<file path="src/rtl/lpm_tbl_arbiter.sv">
// Round-robin arbiter that shares the LPM table's single read/write port between the
// host register path (r0) and the route-update engine (r1), with ack timeout and abort counting.
module lpm_tbl_arbiter #(
    parameter int C_S_AXI_DATA_WIDTH = 32,
    parameter int TBL_ADDR_WIDTH     = 5,
    parameter int TBL_DATA_WIDTH     = 128,
    parameter int ACK_TIMEOUT        = 15
) (
    input  logic                          AXI_ACLK,
    input  logic                          AXI_RESETN,
    input  logic                          r0_req,
    input  logic                          r0_wr,
    input  logic [TBL_ADDR_WIDTH-1:0]     r0_addr,
    input  logic [TBL_DATA_WIDTH-1:0]     r0_wdata,
    input  logic                          r1_req,
    input  logic                          r1_wr,
    input  logic [TBL_ADDR_WIDTH-1:0]     r1_addr,
    input  logic [TBL_DATA_WIDTH-1:0]     r1_wdata,
    output logic                          r0_done,
    output logic                          r1_done,
    output logic                          r0_err,
    output logic                          r1_err,
    output logic [TBL_DATA_WIDTH-1:0]     r_rdata,
    output logic                          tbl_rd_req,
    output logic                          tbl_wr_req,
    output logic [TBL_ADDR_WIDTH-1:0]     tbl_rd_addr,
    output logic [TBL_ADDR_WIDTH-1:0]     tbl_wr_addr,
    output logic [TBL_DATA_WIDTH-1:0]     tbl_wr_data,
    input  logic [TBL_DATA_WIDTH-1:0]     tbl_rd_data,
    input  logic                          tbl_rd_ack,
    input  logic                          tbl_wr_ack,
    output logic [C_S_AXI_DATA_WIDTH-1:0] timeout_count,
    input  logic                          count_clear
);

    localparam int CNT_W = 8;
    localparam logic [CNT_W-1:0]              TMO_LIMIT = CNT_W'(ACK_TIMEOUT);
    localparam logic [CNT_W-1:0]              CNT_ZERO  = {CNT_W{1'b0}};
    localparam logic [CNT_W-1:0]              CNT_ONE   = {{(CNT_W-1){1'b0}}, 1'b1};
    localparam logic [C_S_AXI_DATA_WIDTH-1:0] TC_ZERO   = {C_S_AXI_DATA_WIDTH{1'b0}};
    localparam logic [C_S_AXI_DATA_WIDTH-1:0] TC_ONE    = {{(C_S_AXI_DATA_WIDTH-1){1'b0}}, 1'b1};
    localparam logic [C_S_AXI_DATA_WIDTH-1:0] TC_MAX    = {C_S_AXI_DATA_WIDTH{1'b1}};
    localparam logic [TBL_ADDR_WIDTH-1:0]     ADDR_ZERO = {TBL_ADDR_WIDTH{1'b0}};
    localparam logic [TBL_DATA_WIDTH-1:0]     DATA_ZERO = {TBL_DATA_WIDTH{1'b0}};

    typedef enum logic [1:0] {
        ST_IDLE  = 2'd0,
        ST_ISSUE = 2'd1,
        ST_WAIT  = 2'd2,
        ST_DONE  = 2'd3
    } state_t;

    state_t                          state_r, state_s;
    logic                            last_grant_r, last_grant_s;
    logic                            gnt_id_r, gnt_id_s;
    logic                            gnt_wr_r, gnt_wr_s;
    logic [TBL_ADDR_WIDTH-1:0]       gnt_addr_r, gnt_addr_s;
    logic [TBL_DATA_WIDTH-1:0]       gnt_wdata_r, gnt_wdata_s;
    logic [CNT_W-1:0]                wait_cnt_r, wait_cnt_s;
    logic                            r0_done_r, r0_done_s, r1_done_r, r1_done_s;
    logic                            r0_err_r, r0_err_s, r1_err_r, r1_err_s;
    logic [TBL_DATA_WIDTH-1:0]       rdata_r, rdata_s;
    logic                            tbl_rd_req_r, tbl_rd_req_s, tbl_wr_req_r, tbl_wr_req_s;
    logic [TBL_ADDR_WIDTH-1:0]       tbl_rd_addr_r, tbl_rd_addr_s, tbl_wr_addr_r, tbl_wr_addr_s;
    logic [TBL_DATA_WIDTH-1:0]       tbl_wr_data_r, tbl_wr_data_s;
    logic [C_S_AXI_DATA_WIDTH-1:0]   tmo_cnt_r, tmo_cnt_s;
    logic                            tmo_inc_s;
    logic                            ack_ok_s;
    logic                            pick_s;
    logic                            sel_wr_s;
    logic [TBL_ADDR_WIDTH-1:0]       sel_addr_s;
    logic [TBL_DATA_WIDTH-1:0]       sel_wdata_s;

    // Round-robin choice among the live requests; on a tie the one not granted last wins.
    always_comb begin
        pick_s = 1'b0;
        if (r0_req && r1_req) begin
            pick_s = ~last_grant_r;
        end else if (r1_req) begin
            pick_s = 1'b1;
        end else begin
            pick_s = 1'b0;
        end
        sel_wr_s    = pick_s ? r1_wr    : r0_wr;
        sel_addr_s  = pick_s ? r1_addr  : r0_addr;
        sel_wdata_s = pick_s ? r1_wdata : r0_wdata;
    end

    // Next-state and next-output logic; outputs are computed one cycle ahead and registered.
    always_comb begin
        state_s       = state_r;
        last_grant_s  = last_grant_r;
        gnt_id_s      = gnt_id_r;
        gnt_wr_s      = gnt_wr_r;
        gnt_addr_s    = gnt_addr_r;
        gnt_wdata_s   = gnt_wdata_r;
        wait_cnt_s    = wait_cnt_r;
        r0_done_s     = 1'b0;
        r1_done_s     = 1'b0;
        r0_err_s      = 1'b0;
        r1_err_s      = 1'b0;
        rdata_s       = rdata_r;
        tbl_rd_req_s  = 1'b0;
        tbl_wr_req_s  = 1'b0;
        tbl_rd_addr_s = tbl_rd_addr_r;
        tbl_wr_addr_s = tbl_wr_addr_r;
        tbl_wr_data_s = tbl_wr_data_r;
        tmo_inc_s     = 1'b0;
        tmo_cnt_s     = tmo_cnt_r;
        ack_ok_s      = gnt_wr_r ? tbl_wr_ack : tbl_rd_ack;

        case (state_r)
            ST_IDLE: begin
                if (r0_req || r1_req) begin
                    last_grant_s = pick_s;
                    gnt_id_s     = pick_s;
                    gnt_wr_s     = sel_wr_s;
                    gnt_addr_s   = sel_addr_s;
                    gnt_wdata_s  = sel_wdata_s;
                    if (sel_wr_s) begin
                        tbl_wr_req_s  = 1'b1;
                        tbl_wr_addr_s = sel_addr_s;
                        tbl_wr_data_s = sel_wdata_s;
                    end else begin
                        tbl_rd_req_s  = 1'b1;
                        tbl_rd_addr_s = sel_addr_s;
                    end
                    state_s = ST_ISSUE;
                end else begin
                    state_s = ST_IDLE;
                end
            end
            ST_ISSUE: begin
                wait_cnt_s = CNT_ZERO;
                state_s    = ST_WAIT;
            end
            ST_WAIT: begin
                // A matching ack on the final counted cycle still wins over the timeout.
                if (ack_ok_s) begin
                    if (!gnt_wr_r) begin
                        rdata_s = tbl_rd_data;
                    end else begin
                        rdata_s = rdata_r;
                    end
                    r0_done_s = ~gnt_id_r;
                    r1_done_s = gnt_id_r;
                    state_s   = ST_DONE;
                end else if (wait_cnt_r == TMO_LIMIT) begin
                    rdata_s   = DATA_ZERO;
                    r0_done_s = ~gnt_id_r;
                    r1_done_s = gnt_id_r;
                    r0_err_s  = ~gnt_id_r;
                    r1_err_s  = gnt_id_r;
                    tmo_inc_s = 1'b1;
                    state_s   = ST_DONE;
                end else begin
                    wait_cnt_s = wait_cnt_r + CNT_ONE;
                end
            end
            ST_DONE: begin
                state_s = ST_IDLE;
            end
            default: begin
                state_s = ST_IDLE;
            end
        endcase

        if (count_clear) begin
            tmo_cnt_s = TC_ZERO;
        end else if (tmo_inc_s && (tmo_cnt_r != TC_MAX)) begin
            tmo_cnt_s = tmo_cnt_r + TC_ONE;
        end else begin
            tmo_cnt_s = tmo_cnt_r;
        end
    end

    // FSM state register.
    always_ff @(posedge AXI_ACLK or negedge AXI_RESETN) begin
        if (!AXI_RESETN) begin
            state_r <= ST_IDLE;
        end else begin
            state_r <= state_s;
        end
    end

    // Grant context, wait counter and all registered outputs.
    always_ff @(posedge AXI_ACLK or negedge AXI_RESETN) begin
        if (!AXI_RESETN) begin
            last_grant_r  <= 1'b1;
            gnt_id_r      <= 1'b0;
            gnt_wr_r      <= 1'b0;
            gnt_addr_r    <= ADDR_ZERO;
            gnt_wdata_r   <= DATA_ZERO;
            wait_cnt_r    <= CNT_ZERO;
            r0_done_r     <= 1'b0;
            r1_done_r     <= 1'b0;
            r0_err_r      <= 1'b0;
            r1_err_r      <= 1'b0;
            rdata_r       <= DATA_ZERO;
            tbl_rd_req_r  <= 1'b0;
            tbl_wr_req_r  <= 1'b0;
            tbl_rd_addr_r <= ADDR_ZERO;
            tbl_wr_addr_r <= ADDR_ZERO;
            tbl_wr_data_r <= DATA_ZERO;
            tmo_cnt_r     <= TC_ZERO;
        end else begin
            last_grant_r  <= last_grant_s;
            gnt_id_r      <= gnt_id_s;
            gnt_wr_r      <= gnt_wr_s;
            gnt_addr_r    <= gnt_addr_s;
            gnt_wdata_r   <= gnt_wdata_s;
            wait_cnt_r    <= wait_cnt_s;
            r0_done_r     <= r0_done_s;
            r1_done_r     <= r1_done_s;
            r0_err_r      <= r0_err_s;
            r1_err_r      <= r1_err_s;
            rdata_r       <= rdata_s;
            tbl_rd_req_r  <= tbl_rd_req_s;
            tbl_wr_req_r  <= tbl_wr_req_s;
            tbl_rd_addr_r <= tbl_rd_addr_s;
            tbl_wr_addr_r <= tbl_wr_addr_s;
            tbl_wr_data_r <= tbl_wr_data_s;
            tmo_cnt_r     <= tmo_cnt_s;
        end
    end

    assign r0_done       = r0_done_r;
    assign r1_done       = r1_done_r;
    assign r0_err        = r0_err_r;
    assign r1_err        = r1_err_r;
    assign r_rdata       = rdata_r;
    assign tbl_rd_req    = tbl_rd_req_r;
    assign tbl_wr_req    = tbl_wr_req_r;
    assign tbl_rd_addr   = tbl_rd_addr_r;
    assign tbl_wr_addr   = tbl_wr_addr_r;
    assign tbl_wr_data   = tbl_wr_data_r;
    assign timeout_count = tmo_cnt_r;

endmodule
</file>
<file path="config.mk">
export PLATFORM = sky130hd
export DESIGN_NAME = lpm_tbl_arbiter
export DESIGN_NICKNAME = d
export VERILOG_FILES = /design/src/rtl/lpm_tbl_arbiter.sv
export SDC_FILE = /design/constraint.sdc
export NUM_CORES = 1
export LEC_CHECK = 0
export BUFFER_PORTS_ARGS = -buffer_cell sky130_fd_sc_hd__buf_2
export CORE_AREA = 2 2 276 278
export CTS_BUF_LIST = sky130_fd_sc_hd__clkbuf_16
export CTS_CLUSTER_DIAMETER = 200
export CTS_CLUSTER_SIZE = 40
export DETAILED_ROUTE_END_ITERATION = 8
export DIE_AREA = 0 0 278 280
export PLACE_DENSITY = 0.48
export SETUP_SLACK_MARGIN = 0.05
export SYNTH_ARGS = -nofsm -noshare
export SYNTH_HDL_FRONTEND = slang
export SYNTH_SLANG_ARGS = --single-unit
</file>
<file path="constraint.sdc">
create_clock -name AXI_ACLK -period 3 [get_ports AXI_ACLK]
set_input_delay 0.15 -clock AXI_ACLK [delete_from_list [all_inputs] [get_ports AXI_ACLK]]
set_output_delay 0.15 -clock AXI_ACLK [all_outputs]
set_load 0.01 [all_outputs]
</file>
==> results_dict.tcl <==
set metrics [dict create \
    nNetsFinal 2888 \
    power_mw 15.59 \
    cts_buffer_depth 3 \
    synthDominantCellAreaShare_pct 56.88 \
    slew_headroom_pct 47.10 \
    syn_inst 1427 \
    critPathSlowestCell "or4_4" \
    via_per_inst 4.163 \
    synth_area_sq_um 13900 \
    initial_core_util_pct 18.49 \
    antenna_found_initial 1 \
    cts_made_buffers 11 \
    async_reset_ff_share_pct 100.0 \
    drv_cap 0 \
    numClockSinks 317 \
    reg2reg_slack_ns 0.31 \
    synth_area_leaders "dfrtp_1 57%, mux2i_1 9.4%, nand2_1 7.5%" \
    gp_congestion 0.8228 \
    critPathArrivalTime_ns 3.17 \
    crit_path_cell_trace "or4_4 -> or4_1 -> buf_4 -> a211o_4 -> or4_1 -> a21oi_1" \
    h-tree-depth 1 \
    final_cell_mix "705 x buf_2, 394 x dlygate4sd3_1, 316 x dfrtp_1, 278 x nand2_1, 153 x nor2_1" \
    cts_tree "built" \
    hpwl_mm 37.31 \
    yosys_register_bits 317 \
    hp-start "r1_req" \
    leakage_nw 10.97 \
    clkTransAtPathRegs_ns 0.16 \
    clock_latency_ns 0.55 \
    area_growth_pct 65.15 \
    start_kind "flip-flop" \
    critPathMaxStageDelay_ns 0.56 \
    die_area_sq_um 77840 \
    finalSetupViolations 0 \
    rr_startpoint "wait_cnt_r[4]" \
    critPathTopFamily "simple AND/OR/NAND/NOR gates" \
    hold_viol_final 0 \
    drive_gt1_share_pct 31.44 \
    critPathMaxFanout 9 \
    wl_per_cell_um 15.23 \
    tns_ns 0 \
    ys.flop_type "dfrtp_1" \
    end_kind "flip-flop" \
    wirelength_mm 52.69 \
    finalCritPeriodShare_pct 89.72 \
    drt_pass1_iterations 5 \
    die_x_um 278 \
    cpMostUsedCell "or4_1" \
    drt_iter0_drc 648 \
    core_area_sq_um 75190 \
    ys_types 45 \
    overflow 0 \
    grt_pass1_wl_mm 80.52 \
    tightest_slew_ns 0.7936 \
    ios 707 \
    whs_endpoint "gnt_wr_r" \
    rows 101 \
    fp.dieH_um 280 \
    post_cts_buffers 0 \
    hold_depth 4 \
    yosysWarningCount 0 \
    antenna_cells 0 \
    fin_crit_ns 2.692 \
    root_buffer "clkbuf_16" \
    irDropWorstVdd_mv 0.4346 \
    yosysTopAreaCell "dfrtp_1" \
    drtAntennaViolNets 0 \
    crit_type "reg2reg" \
    syn_nets 1836 \
    grt_usage_pct 12.80 \
    reg2regPathDepth 6 \
    port_buffers 706 \
    synth-edff-count 0 \
    syn_area_per_cell_sq_um 9.742 \
    drc 0 \
    setup.worst_path.start "wait_cnt_r[4]" \
    yosysSeqAreaShare_pct 57.07 \
    finClkSkew_ns 0.01885 \
    grt_max_degree 164 \
    vias 14399 \
    grt_pass1_vias 14628 \
    required_ns 3.48 \
    drv_slew 0 \
    fmaxAchievable_mhz 371.5 \
    worst_r2r_endpoint "timeout_count[23]" \
    status "finished, final reports clean" \
    layout_commonest_cell "buf_2" \
    min-delay-path-class "in2reg" \
    cp_num_buf_inv 1 \
    rsz0062_at_grt "false" \
    power.density_nw_per_um2 678.9 \
]
through the flow:
stage / area, sq um / utilization [%] / hold slack [ns] / setup WS [ns] / std cells
floorplan: 13900 / - / -0.1456 / 0.5632 / 1427
global placement: 18720 / 24.90 / 0.2247 / 0.3281 / 3050
detailed placement: 18720 / 24.90 / 0.2266 / 0.3290 / 3050
CTS: 22950 / 30.52 / 0.0008362 / 0.3032 / 3458
global route: 22960 / 30.54 / 0.02037 / 0.2144 / 3459
finish: 22960 / 30.54 / 0.03803 / 0.3083 / 3459
how the worst max path moves through the flow:
stage / endpoint / slack (ns) / depth (start not counted)
6_report: timeout_count[23] / 0.31 / 6
5_1_grt: timeout_count[4] / 0.21 / 6
4_1_cts: timeout_count[23] / 0.30 / 6
3_5_place_dp: timeout_count[23] / 0.33 / 6
3_3_place_gp: timeout_count[23] / 0.33 / 6
2_1_floorplan: timeout_count[23] / 0.56 / 6
worst register-to-register path, delay by kind of cell, from the launching register on:
family	cells	cell delay (ns)
AO/OA/AOI/OAI	2	0.45
buffers and inverters	1	0.20
flip-flops	1	0.45
AND/OR/NAND/NOR	3	1.53
sequential cells by signal (all words and copies together) (netlist names), 2 cells and up:
signal         flops
r_rdata          128
state_r            2
tbl_rd_addr        5
tbl_wr_addr        5
tbl_wr_data      128
timeout_count     32
wait_cnt_r         8
report_power, final:
group          total (mW)  switching (mW)  internal, mW
Sequential           6.65           0.819          5.83
Clock                2.05            1.36         0.681
Combinational        6.89            3.88          3.01
layout make-up:
cell class	count	area (sq um)
Fill cell	7738	52230
Clock inverter	4	16.27
Multi-Input combinational cell	1002	5587
Clock buffer	11	275.3
Inverter	11	41.29
Timing Repair Buffer	1136	7883
Sequential cell	317	7934
Tap cell	978	1224
logic make-up after synthesis:
group           count (synthesis)  synth area share (%)
fa+ha+maj                       6                0.5400
flops                         317                 57.07
buf+inv                       108                 2.997
simple gates                  512                 15.43
xor+xnor                       15                0.9450
mux                           147                 10.73
compound gates                322                 12.29
layer usage:
metal  global-route usage, %  share of wire [%]  vias up
met4                   4.407                3.4        2
met2                   22.53                 51      485
met5                       0              0.030        -
met3                   2.981                5.8       96
met1                   15.28                 40     6861
li1                        -                  -     6955
Yosys cell counts, types with 6 or more instances:
cell type / count
clkbuf_1: 87
buf_1: 6
nand2_1: 278
o31ai_1: 14
mux2i_1: 131
or3_1: 11
xnor2_1: 11
or4_1: 15
o21ai_0: 141
nand4_1: 11
nand3_1: 14
a21oi_1: 149
ha_1: 6
and3_1: 7
mux2_2: 16
nor2_1: 153
dfrtp_1: 316
inv_1: 11
timing repair:
| item | 4_1_cts | 5_1_grt |
|---|---|---|
| hold buffers | 393 | 1 |
| gates resized for setup | 0 | 0 |
| endpoints found under the hold margin | 343 | 1 |
Power figures use the tool's default switching activity.
